--- config.mk ---
export PLATFORM = sky130hd
export DESIGN_NAME = mem_port_arbiter
export DESIGN_NICKNAME = d
export VERILOG_FILES = /design/src/rtl/mem_port_arbiter.sv
export SDC_FILE = /design/constraint.sdc
export NUM_CORES = 1
export LEC_CHECK = 0
export CORE_ASPECT_RATIO = 0.7
export CORE_UTILIZATION = 36
export CTS_BUF_LIST = sky130_fd_sc_hd__clkbuf_8
export CTS_CLUSTER_SIZE = 30
export DETAILED_ROUTE_END_ITERATION = 10
export GPL_TIMING_DRIVEN = 0
export PLACE_DENSITY_LB_ADDON = 0.1
export SLEW_MARGIN = 20
export SYNTH_ARGS = -nofsm -noshare
export SYNTH_HDL_FRONTEND = slang
export SYNTH_SLANG_ARGS = --single-unit
--- constraint.sdc ---
create_clock -name clk_i -period 2.7 [get_ports clk_i]
set_clock_uncertainty 0.2 [all_clocks]
set_input_delay 0.54 -clock clk_i [delete_from_list [all_inputs] [get_ports clk_i]]
set_output_delay 0.54 -clock clk_i [all_outputs]
set_load 0.01 [all_outputs]
--- src/rtl/mem_port_arbiter.sv ---
// Arbitrates one single-ported memory between instruction fetch and data ports.
// Define ARB_RR_EN for round-robin arbitration; otherwise data has fixed priority over fetch.
module mem_port_arbiter #(
  parameter int unsigned AW      = 32,
  parameter int unsigned DW      = 32,
  parameter int unsigned TIMEOUT = 255
) (
  input  logic          clk_i,
  input  logic          rst_ni,
  // fetch port
  input  logic          if_req_i,
  input  logic [AW-1:0] if_addr_i,
  output logic          if_gnt_o,
  output logic          if_rvalid_o,
  output logic [DW-1:0] if_rdata_o,
  // data port
  input  logic          d_req_i,
  input  logic          d_we_i,
  input  logic [AW-1:0] d_addr_i,
  input  logic [DW-1:0] d_wdata_i,
  output logic          d_gnt_o,
  output logic          d_rvalid_o,
  output logic [DW-1:0] d_rdata_o,
  output logic          err_o,
  // memory side
  output logic          mem_req_o,
  output logic          mem_we_o,
  output logic [AW-1:0] mem_addr_o,
  output logic [DW-1:0] mem_wdata_o,
  input  logic          mem_ack_i,
  input  logic [DW-1:0] mem_rdata_i,
  // hazard unit
  output logic          stall_if_o,
  output logic          stall_mem_o
);

  localparam int unsigned CW = $clog2(TIMEOUT + 1);
  localparam logic [CW-1:0] TimeoutVal = CW'(TIMEOUT);

  typedef enum logic [1:0] {StIdle, StBusyIf, StBusyD, StDone} state_e;

  state_e        state_q, state_d;
  // Owner of the current/most recent access (1 = data); doubles as last_owner for round-robin.
  logic          owner_q, owner_d;
  logic          we_q, we_d;
  logic [AW-1:0] addr_q, addr_d;
  logic [DW-1:0] wdata_q, wdata_d;
  logic [CW-1:0] cnt_q, cnt_d;
  logic          err_q, err_d;
  logic          gnt_q, gnt_d;
  logic [DW-1:0] if_rdata_q, if_rdata_d;
  logic [DW-1:0] d_rdata_q, d_rdata_d;
  logic          pick_d;
  logic          busy;

`ifdef ARB_RR_EN
  // On a tie, serve the port that did not own the previous access.
  assign pick_d = d_req_i & (~if_req_i | ~owner_q);
`else
  assign pick_d = d_req_i;
`endif

  always_comb begin
    state_d    = state_q;
    owner_d    = owner_q;
    we_d       = we_q;
    addr_d     = addr_q;
    wdata_d    = wdata_q;
    cnt_d      = cnt_q;
    err_d      = err_q;
    gnt_d      = 1'b0;
    if_rdata_d = if_rdata_q;
    d_rdata_d  = d_rdata_q;
    unique case (state_q)
      StIdle: begin
        if (d_req_i || if_req_i) begin
          owner_d = pick_d;
          gnt_d   = 1'b1;
          cnt_d   = '0;
          err_d   = 1'b0;
          if (pick_d) begin
            we_d    = d_we_i;
            addr_d  = d_addr_i;
            wdata_d = d_wdata_i;
            state_d = StBusyD;
          end else begin
            we_d    = 1'b0;
            addr_d  = if_addr_i;
            wdata_d = '0;
            state_d = StBusyIf;
          end
        end
      end
      StBusyIf, StBusyD: begin
        if (mem_ack_i) begin
          if (state_q == StBusyIf) begin
            if_rdata_d = mem_rdata_i;
          end else if (!we_q) begin
            d_rdata_d = mem_rdata_i;
          end
          state_d = StDone;
        end else if (cnt_q == TimeoutVal) begin
          err_d   = 1'b1;
          state_d = StDone;
        end else begin
          cnt_d = cnt_q + 1'b1;
        end
      end
      StDone: begin
        state_d = StIdle;
      end
      default: state_d = StIdle;
    endcase
  end

  always_ff @(posedge clk_i or negedge rst_ni) begin
    if (!rst_ni) begin
      state_q    <= StIdle;
      owner_q    <= 1'b0;
      we_q       <= 1'b0;
      addr_q     <= '0;
      wdata_q    <= '0;
      cnt_q      <= '0;
      err_q      <= 1'b0;
      gnt_q      <= 1'b0;
      if_rdata_q <= '0;
      d_rdata_q  <= '0;
    end else begin
      state_q    <= state_d;
      owner_q    <= owner_d;
      we_q       <= we_d;
      addr_q     <= addr_d;
      wdata_q    <= wdata_d;
      cnt_q      <= cnt_d;
      err_q      <= err_d;
      gnt_q      <= gnt_d;
      if_rdata_q <= if_rdata_d;
      d_rdata_q  <= d_rdata_d;
    end
  end

  always_comb begin
    busy        = (state_q == StBusyIf) || (state_q == StBusyD);
    mem_req_o   = busy;
    mem_we_o    = busy & we_q;
    mem_addr_o  = addr_q;
    mem_wdata_o = wdata_q;
    if_gnt_o    = gnt_q & ~owner_q;
    d_gnt_o     = gnt_q & owner_q;
    if_rvalid_o = (state_q == StDone) & ~owner_q;
    d_rvalid_o  = (state_q == StDone) & owner_q;
    err_o       = (state_q == StDone) & err_q;
    if_rdata_o  = if_rdata_q;
    d_rdata_o   = d_rdata_q;
    stall_if_o  = if_req_i & ~if_rvalid_o;
    stall_mem_o = d_req_i & ~d_rvalid_o;
  end

endmodule

==> results.rst, run 1 <==
.. list-table::
   :header-rows: 1

   * - Metric
     - Value
   * - Initial drt markers
     - 200
   * - Initial Util
     - 37.7%
   * - Post-Route Utilization
     - between 50% and 60%
   * - Post-Place Cells
     - about 1000
   * - Worst hold path cell count
     - 2
   * - Critical path buffers and inverters
     - 2
   * - Portion of the clock cycle consumed by the worst path in the final layout
     - a little over nine tenths
   * - CTS H-tree lvls
     - 4
   * - Clock sink count
     - between 100 and 150
   * - WL/cell
     - 16.7 um
   * - Worst hold path class
     - flip-flop to flip-flop
   * - Category of the worst setup path capture point
     - output port
   * - IO Port Bufs
     - 269
   * - Startpoint of the most critical hold path
     - mem_wdata_o[1]$_DFFE_PN0P_
   * - Cell count of the worst reg-to-reg path
     - 6
   * - Critical Path RT
     - 1.96 ns
   * - Die Height
     - 110 um
   * - Share of synthesized area occupied by flip-flops and latches
     - 59.6%
   * - Final-stage net count
     - 938
   * - Static Leakage
     - 4.18 nW
   * - Yosys warning total
     - 0
   * - Worst-path fanout max
     - 3
   * - Maximum number of pins on one net before global-route repair
     - 85
   * - Maximum VDD drop
     - 455 uV
   * - Worst r2r src
     - state_q[1]$_DFFE_PN0P_
   * - Master of the slowest instance on the critical path
     - sky130_fd_sc_hd__clkdlybuf4s50_1
   * - Number of clock buffers inserted by TritonCTS
     - 17
   * - Ratio of cells with drive above 1 in the final layout
     - 14.7%
   * - Slew at the pin with the worst max-slew slack
     - 0.751 ns
   * - Startpoint type of the worst setup path
     - flip-flop
   * - List of cells traversed by the critical path
     - buf_4 -> ha_1 -> nor2b_1 -> clkdlybuf4s50_1
   * - Total die area
     - 17100 um^2
   * - Die X
     - around 160 um
   * - Library cells used by synthesis
     - 36
   * - Top library cells by usage in the layout, fill and taps aside
     - sky130_fd_sc_hd__clkdlybuf4s50_1 (265), sky130_fd_sc_hd__dfrtp_1 (142), sky130_fd_sc_hd__nand2_1 (110)
   * - Net Count, Synth
     - 648
   * - Netlist Area Pre-Place
     - between 5000 and 6000 um^2
   * - MaxCap Viol Count
     - 0
   * - Area added between synthesis and finish
     - 57.7%
   * - Final instance count without filler cells
     - 1033
   * - Post-place instance area
     - about 9000 um^2
   * - Core Region
     - 15800 um^2
   * - Number of detailed-route iterations in the first pass
     - 5
   * - Setup violation total in the final timing report
     - 0
   * - Design area
     - 9410 um^2
   * - Clock transition at path regs
     - 0.08 ns
   * - TritonCTS clock tree
     - yes
   * - Worst reg2reg endpoint
     - d_rdata_o[1]$_DFFE_PN0P_
   * - Number of global-route vias before repair
     - 5330
   * - Smallest hold slack
     - 0.272 ns
   * - Via count of the routed design
     - slightly below 5000
   * - Cell family contributing the most delay on the critical path
     - buffers and inverters
   * - Post-detail-place hpwl
     - 13200 um
   * - Power, Total
     - 10.6 mW
   * - Final routed wirelength across all metal layers
     - 17300 um
   * - Number of synthesized register bits
     - 142
   * - Mean instance size in the synthesized netlist
     - 11.7 um^2
   * - Status
     - complete, no violations
   * - Setup repair after global routing missed its margin
     - false
   * - R2r setup slk
     - about 0.43 ns
   * - Clock root buffer
     - sky130_fd_sc_hd__clkbuf_8
   * - Crit Path Category
     - flip-flop to output port
   * - I/O pin total
     - around 270
   * - Final count of hold timing violations
     - 0
   * - DRC Markers
     - 0
   * - Leading cell type in the layout, fill and taps excluded
     - sky130_fd_sc_hd__clkdlybuf4s50_1
   * - Number of antenna violations at the first check in global routing
     - 1
   * - First-pass GRT wire length
     - 27500 um
   * - Post-route antenna net violation count
     - 0
   * - Capture endpoint of the worst hold path
     - mem_wdata_o[1]$_DFFE_PN0P_
   * - Via density per instance
     - 4.76
   * - Overall global routing resource usage
     - 21.1%
   * - Maximum root-to-sink buffer count
     - 2
   * - Cells after synthesis
     - between 500 and 600
   * - Skew-Pair Late Insertion Delay
     - 0.42 ns
   * - Achievable clock frequency
     - 389 MHz
   * - PwrDens
     - approximately 1100 nW/um^2
   * - Max-slew violation count
     - 0
   * - Final critical path time including I/O delays and setup
     - 2.57 ns
   * - Worst-case headroom to the max-slew limit
     - between 40 and 50%
   * - Gr ovfl total
     - 0
   * - Arrival time at the worst endpoint
     - between 1.5 and 2 ns
   * - Weighted congestion reported at the end of routability-driven placement
     - approximately 0.76
   * - Total number of placement rows
     - 38
   * - Delay of the slowest cell on the worst path
     - 0.57 ns
-- cell usage after synthesis, drive strengths merged --
library cell / n / area, um^2
dfrtp: 142 / 3550
nand2: 110 / 413
mux2: 66 / 743
o21ai: 41 / 205
nand3: 39 / 195
mux2i: 32 / 320
buf: 17 / 95.1
clkbuf: 14 / 52.6
and2: 5 / 31.3
ha: 5 / 62.6
nor2b: 5 / 31.3
and3: 4 / 25.0
inv: 4 / 15.0
nand2b: 4 / 25.0
o311ai: 4 / 57.6
a211o: 2 / 17.5
nand3b: 2 / 15.0
nor3: 2 / 15.0
a22o: 1 / 8.76
and4: 1 / 8.76
nand4: 1 / 6.26
nor2: 1 / 3.75
nor4b: 1 / 8.76
o211ai: 1 / 12.5
o221ai: 1 / 8.76
o22a: 1 / 8.76
o41ai: 1 / 8.76
or2: 1 / 8.76
or3b: 1 / 8.76
-- state kept, by name (all words and copies together) (netlist names) --
register,cells
d_rdata_o,32
we_q,1
owner_q,1
state_q,2
if_rdata_o,32
cnt_q,8
err_q,1
mem_addr_o,32
gnt_q,1
mem_wdata_o,32
-- repair_timing --
action | 4_1_cts | 5_1_grt
hold buffers | 1 | 0
buffers inserted | 1 | 0
hold endpoints to repair | 58 | 0
gates resized for setup | 8 | 0
endpoints found under the setup margin | 1 | 0
-- metrics by stage --
step / setup WS [ns] / setup TNS [ns]
global route: 0.0329 / 0
CTS: 0.0975 / 0
floorplan: 0.462 / 0
finish: 0.131 / 0
detailed placement: -0.281 / -0.281
global placement: -4.65 / -659.02
-- cells by family after synthesis --
logic type               count (synthesis)  share of synthesized area, %
AO/OA/AOI/OAI                           52                          5.50
adder cells (fa/ha/maj)                  5                          1.05
buffers and inverters                   35                          2.73
AND/OR/NAND/NOR                        177                          13.3
flip-flops                             142                          59.6
multiplexers                            98                          17.8
-- how the worst max path moves through the flow --
stage | slack (ns) | end | start | cells after the start
finish | 0.13 | if_rvalid_o | state_q[0]$_DFFE_PN0P_ | 4
floorplan | 0.46 | mem_we_o | state_q[0]$_DFFE_PN0P_ | 5
global route | 0.03 | if_rvalid_o | state_q[0]$_DFFE_PN0P_ | 4
CTS | 0.1 | if_rvalid_o | state_q[0]$_DFFE_PN0P_ | 4
global placement | -4.65 | d_rdata_o[12]$_DFFE_PN0P_ | rst_ni | 1
detailed placement | -0.28 | mem_we_o | state_q[0]$_DFFE_PN0P_ | 6
-- metal layers --
metal	up-vias	part of all wire [%]	GRT usage, %
li1	2338	-	-
met1	2424	42	25.6
met2	146	50	35.4
met3	10	7.8	6.98
met4	0	0.90	7.35
met5	-	0	0
-- power breakdown --
group | internal (mW) | leakage [nW] | total [mW] | switching [mW]
Clock | 0.818 | 0.205 | 1.72 | 0.904
Sequential | 3.13 | 1.75 | 3.68 | 0.551
Combinational | 2.90 | 2.23 | 5.23 | 2.34
Total | 6.85 | 4.18 | 10.6 | 3.79
-- worst reg2reg max path, stage by stage (launching register included) --
cell                      delay, ns
sky130_fd_sc_hd__dfrtp_1       0.37
sky130_fd_sc_hd__inv_1         0.10
sky130_fd_sc_hd__ha_4          0.33
sky130_fd_sc_hd__nand2_1       0.11
sky130_fd_sc_hd__nor3_2        0.34
sky130_fd_sc_hd__buf_2         0.35
sky130_fd_sc_hd__mux2_2        0.37
-- cell type report --
class                      count  area [um^2]
multi-input combinational    332         2260
inverter                       4         15.0
clock buffer                  19          262
tap                          220          275
antenna                        1         2.50
buffer                        30          154
sequential                   142         3550
fill                        1315         6430
clock inverter                13          144
timing repair buffer         272         2740
Power figures use the tool's default switching activity.
==> run 2: changes to the inputs <==
--- a/config.mk
+++ b/config.mk
@@ -8,7 +8,7 @@
 export CORE_ASPECT_RATIO = 0.7
 export CORE_UTILIZATION = 36
 export CTS_BUF_LIST = sky130_fd_sc_hd__clkbuf_8
-export CTS_CLUSTER_SIZE = 30
+export CTS_CLUSTER_SIZE = 28
 export DETAILED_ROUTE_END_ITERATION = 10
 export GPL_TIMING_DRIVEN = 0
 export PLACE_DENSITY_LB_ADDON = 0.1
==> constraint.sdc (replaced) <==
create_clock -name clk_i -period 3.2 [get_ports clk_i]
set_clock_uncertainty 0.2 [all_clocks]
set_input_delay 0.64 -clock clk_i [delete_from_list [all_inputs] [get_ports clk_i]]
set_output_delay 0.64 -clock clk_i [all_outputs]
set_load 0.01 [all_outputs]
==> results.rst, run 2 (synthesized netlist as in run 1, its figures left out) <==
.. list-table::
   :header-rows: 1

   * - Metric
     - Value
   * - Cell count of the worst reg-to-reg path
     - 6
   * - CTS H-tree lvls
     - 4
   * - Final routed wirelength across all metal layers
     - 17200 um
   * - Maximum root-to-sink buffer count
     - 2
   * - Ratio of cells with drive above 1 in the final layout
     - 14.5%
   * - Final count of hold timing violations
     - 0
   * - Post-route antenna net violation count
     - 0
   * - Total negative slack
     - 0 ns
   * - Met1 Resource Use GR
     - 25.5%
   * - Die Height
     - between 100 and 150 um
   * - Final critical path time including I/O delays and setup
     - 3.04 ns
   * - Die X
     - 156 um
   * - MaxCap Viol Count
     - 0
   * - Startpoint type of the worst setup path
     - flip-flop
   * - Clock sink count
     - 142
   * - Layer carrying the most global-route usage
     - met2
   * - Worst r2r src
     - state_q[0]$_DFFE_PN0P_
   * - Gr ovfl total
     - 0
   * - Critical Path RT
     - 2.36 ns
   * - Weighted congestion reported at the end of routability-driven placement
     - 0.758
   * - Initial Util
     - 37.7%
   * - Initial drt markers
     - 181
   * - Number of global-route vias before repair
     - 5328
   * - Static Leakage
     - 4.17 nW
   * - Slew at the pin with the worst max-slew slack
     - 0.764 ns
   * - DRC Markers
     - 0
   * - Total die area
     - 17100 um^2
   * - Post-detail-place hpwl
     - 13200 um
   * - Crit Path Category
     - flip-flop to output port
   * - R2r setup slk
     - between 0.8 and 0.9 ns
   * - Final-stage net count
     - 937
   * - First element of the critical path
     - state_q[0]$_DFFE_PN0P_
   * - Category of the worst setup path capture point
     - output port
   * - WL/cell
     - 16.7 um
   * - Leading cell type in the layout, fill and taps excluded
     - sky130_fd_sc_hd__clkdlybuf4s50_1
   * - GR Layer Usage met2
     - a little over a third
   * - TritonCTS clock tree
     - yes
   * - Maximum VDD drop
     - 385 uV
   * - Clock transition at path regs
     - 0.08 ns
   * - Worst reg2reg endpoint
     - d_rdata_o[14]$_DFFE_PN0P_
   * - Post-Route Utilization
     - 59.3%
   * - Clock root buffer
     - sky130_fd_sc_hd__clkbuf_8
   * - Setup repair after global routing missed its margin
     - false
   * - Achievable clock frequency
     - 329 MHz
   * - Number of clock buffers inserted by TritonCTS
     - 17
   * - Number of antenna violations at the first check in global routing
     - 1
   * - IO Port Bufs
     - 269
   * - Max-slew violation count
     - 0
   * - I/O pin total
     - between 200 and 300
   * - Total number of placement rows
     - 38
   * - Area added between synthesis and finish
     - 57.4%
   * - Setup violation total in the final timing report
     - 0
   * - Met3 Use GR
     - 6.98%
   * - Via count of the routed design
     - 4927
   * - Top library cells by usage in the layout, fill and taps aside
     - sky130_fd_sc_hd__clkdlybuf4s50_1 (268), sky130_fd_sc_hd__dfrtp_1 (142), sky130_fd_sc_hd__nand2_1 (110)
   * - Capture point of the critical path
     - mem_we_o
   * - Worst hold path class
     - flip-flop to flip-flop
   * - Portion of the clock cycle consumed by the worst path in the final layout
     - 95.0%
   * - Skew-Pair Late Insertion Delay
     - 0.42 ns
   * - PwrDens
     - around 950 nW/um^2
   * - Worst-case headroom to the max-slew limit
     - 48.7%
   * - Via density per instance
     - 4.77
   * - Overall global routing resource usage
     - 21.0%
   * - Maximum number of pins on one net before global-route repair
     - 85
   * - Worst-path fanout max
     - 19
   * - Number of detailed-route iterations in the first pass
     - 5
   * - First-pass GRT wire length
     - approximately 27000 um
   * - Status
     - complete, no violations
   * - Smallest hold slack
     - 0.272 ns
   * - Power, Total
     - 8.94 mW
   * - Arrival time at the worst endpoint
     - 2.20 ns
   * - Core Region
     - 15800 um^2
==> run 2: cell count changes in the layout (fill, tap and decap cells not counted) <==
| cell | delta |
|---|---|
| sky130_fd_sc_hd__dlygate4sd2_1 | -3 |
| sky130_fd_sc_hd__clkdlybuf4s50_1 | +3 |
| sky130_fd_sc_hd__buf_4 | -1 |
| sky130_fd_sc_hd__buf_8 | -1 |
| sky130_fd_sc_hd__ha_4 | -1 |
| sky130_fd_sc_hd__buf_6 | +1 |
| sky130_fd_sc_hd__ha_2 | +1 |
==> run 2: cell type report <==
cell class / instances / area (um^2)
fill: 1313 / 6440
clock buffer: 19 / 262
antenna: 1 / 2.50
tap: 220 / 275
timing repair buffer: 271 / 2740
clock inverter: 13 / 144
buffer: 30 / 150
multi-input combinational: 332 / 2250
sequential: 142 / 3550
inverter: 4 / 15.0
==> run 2: per-stage QoR <==
stage	cells	area, um^2	worst slack [ns]
floorplan	509	5970	0.862
global placement	998	8930	-4.25
detailed placement	999	8970	0.119
CTS	1031	9380	0.0446
global route	1032	9390	0.0464
finish	1032	9390	0.160
==> run 2: critical path: stages, from the launching register on <==
cell and delay [ns]:
sky130_fd_sc_hd__dfrtp_1 0.40, sky130_fd_sc_hd__inv_1 0.08, sky130_fd_sc_hd__ha_2 0.41, sky130_fd_sc_hd__buf_6 0.20, sky130_fd_sc_hd__and2_1 0.15, sky130_fd_sc_hd__clkdlybuf4s50_1 0.54
==> run 2: worst min path at each step <==
stage	from	endpoint	slack [ns]	depth (start not counted)
after floorplan	rst_ni	cnt_q[0]$_DFFE_PN0P_	0.14	0
after global placement	mem_wdata_o[21]$_DFFE_PN0P_	mem_wdata_o[21]$_DFFE_PN0P_	0.25	2
after detailed placement	mem_wdata_o[1]$_DFFE_PN0P_	mem_wdata_o[1]$_DFFE_PN0P_	0.26	2
after CTS	mem_wdata_o[1]$_DFFE_PN0P_	mem_wdata_o[1]$_DFFE_PN0P_	0.27	2
after global routing	mem_wdata_o[1]$_DFFE_PN0P_	mem_wdata_o[1]$_DFFE_PN0P_	0.30	2
final	mem_wdata_o[1]$_DFFE_PN0P_	mem_wdata_o[1]$_DFFE_PN0P_	0.27	2
==> run 2: metal layers <==
metal  vias up  routed length, um
met3        10               1430
met1      2421               7090
met2       161               8550
li1       2335                  -
met5         -                  0
met4         0                155
==> run 2: where the power goes <==
group | internal, mW | switching, mW | leakage [nW]
clock | 0.690 | 0.760 | 0.205
combinational | 2.42 | 1.96 | 2.21
sequential | 2.64 | 0.469 | 1.75
==> run 2: repair_timing <==
item / 4_1_cts / 5_1_grt
setup buffers: 0 / 0
pin swaps: 0 / 0
hold buffers: 1 / 0
hold endpoints to repair: 58 / 0
gates resized for setup: 1 / 2
endpoints found under the setup margin: 1 / 1
==> edit, RTL diff (settings of run 2) <==
Add a define of `ARB_RR_EN`.
--- a/src/rtl/mem_port_arbiter.sv
+++ b/src/rtl/mem_port_arbiter.sv
@@ -1,5 +1,7 @@
 // Arbitrates one single-ported memory between instruction fetch and data ports.
 // Define ARB_RR_EN for round-robin arbitration; otherwise data has fixed priority over fetch.
+`define ARB_RR_EN
+
 module mem_port_arbiter #(
   parameter int unsigned AW      = 32,
   parameter int unsigned DW      = 32,
Behaviour: not the same (a bounded check fails within 10 cycles, from zero or initial values and one cycle with rst_ni low).
==> edit against run 2 <==
  * Sequential cell count unchanged
  * Power increased by 3.2%
  * Synthesized area decreased by 1.1%
  * Setup slack got worse by 0.039 ns
  * Design area decreased by 0.35%
  * Fmax decreased by 1.3%
  * Wire length decreased by 6.0%
  * Worst hold slack improved by 0.0091 ns
  * Sequential share of layout area increased by 0.13 points
==> edit: results <==
{
  "antenna_found_initial": 0,
  "post_drt_wl_per_cell_um": 16.8,
  "status": "finished clean",
  "n_antenna_cell": 0,
  "ys_seq_area_share_pct": 60.2,
  "portBuffers": 270,
  "grt.total_usage_pct": 19.8,
  "critical_path_arrival_ns": 2.24,
  "yosysUniqueCellTypes": 38,
  "yosys-top-cells-count": "dfrtp_1, mux2_2, nand2_1, o21ai_0, mux2i_1",
  "place_inst": 930,
  "syn-mean-instance-area_um2": 13.4,
  "tightest_slew_ns": 0.547,
  "drive_gt1_share_pct": 15.9,
  "hold_end": "mem_addr_o[17]$_DFFE_PN0P_",
  "place_congestion": 0.807,
  "reg2reg_setup_slack_ns": 1.00,
  "grt_pass1_wl_mm": 25.3,
  "hold_start": "mem_addr_o[17]$_DFFE_PN0P_",
  "leakage_nw": 4.00,
  "hpwl_mm": 12.3,
  "routed_via_density": 4.78,
  "detail_route.first_pass.iterations": 4,
  "clk-insertion-delay-late_ns": 0.44,
  "grt_pass1_vias": 4706,
  "nets": 868,
  "ys_warn_count": 0,
  "ys_top_cells_by_area": "dfrtp_1, mux2_2, mux2i_1",
  "whs_ns": 0.281,
  "synth_fp_nets": 578,
  "grt_max_degree": 79,
  "fillers": 1274,
  "first_iter_violations": 175,
  "r2r-end": "if_rdata_o[3]$_DFFE_PN0P_",
  "synthFlopType": "dfrtp_1"
}
## edit: where the power goes
part,internal (mW),switching [mW]
logic,2.57,1.92
registers,2.68,0.509
clock network,0.871,0.673
total,6.13,3.10
## edit: metal layers
layer	vias up	part of all wire [%]	global-route usage, %
met5	-	0	0
met4	0	0.79	5.30
met3	11	8.9	7.75
met2	180	47	31.9
met1	2245	43	25.0
li1	2162	-	-
## edit: final cells by class
class	count	area (um^2)	area share [%]
sequential	142	3550	38.0
timing repair buffer	272	2750	29.3
multi-input combinational	265	2150	23.0
clock buffer	22	303	3.24
tap	220	275	2.94
buffer	25	173	1.85
clock inverter	9	133	1.42
inverter	6	22.5	0.241
## edit: worst max path at each step
stage | start | slack (ns) | to
final | state_q[0]$_DFFE_PN0P_ | 0.12 | mem_we_o
after detailed placement | state_q[0]$_DFFE_PN0P_ | 0.23 | mem_we_o
after floorplan | state_q[0]$_DFFE_PN0P_ | 0.89 | mem_we_o
after CTS | state_q[0]$_DFFE_PN0P_ | 0.01 | mem_we_o
after global routing | state_q[0]$_DFFE_PN0P_ | -0.002 | mem_we_o
after global placement | rst_ni | -4.22 | d_rdata_o[21]$_DFFE_PN0P_
## edit: repair_timing
action	4_1_cts	5_1_grt
gates resized for setup	0	1
setup endpoints to repair	1	1
pin swaps	0	0
endpoints found under the hold margin	64	0
hold buffers	1	0
## edit: kinds of logic (layout without fill, tap and decap cells)
kind of cell / count (synthesis) / count (layout) / share of synthesized area, %
flip-flops: 142 / 142 / 60.2
multiplexers: 99 / 99 / 18.1
AO/OA/AOI/OAI: 89 / 89 / 10.7
AND/OR/NAND/NOR: 72 / 72 / 6.55
buffers and inverters: 32 / 334 / 3.33
adder cells (fa/ha/maj): 5 / 5 / 1.06
## edit: tightest hold or removal path, cell delays in order (launching register included)
cell	delay (ns)
dfrtp_1	0.35
nand2_1	0.04
o21ai_0	0.06
## edit: stage by stage
step / TNS (ns) / utilization, % / cell area (um^2) / setup WS (ns)
finish: 0 / 59.5 / 9360 / 0.121
global route: -0.00197 / 59.5 / 9360 / -0.00197
CTS: 0 / 59.4 / 9350 / 0.0128
detailed placement: 0 / 56.6 / 8910 / 0.232
global placement: -597.60 / 56.4 / 8880 / -4.22
floorplan: 0 / - / 5900 / 0.894
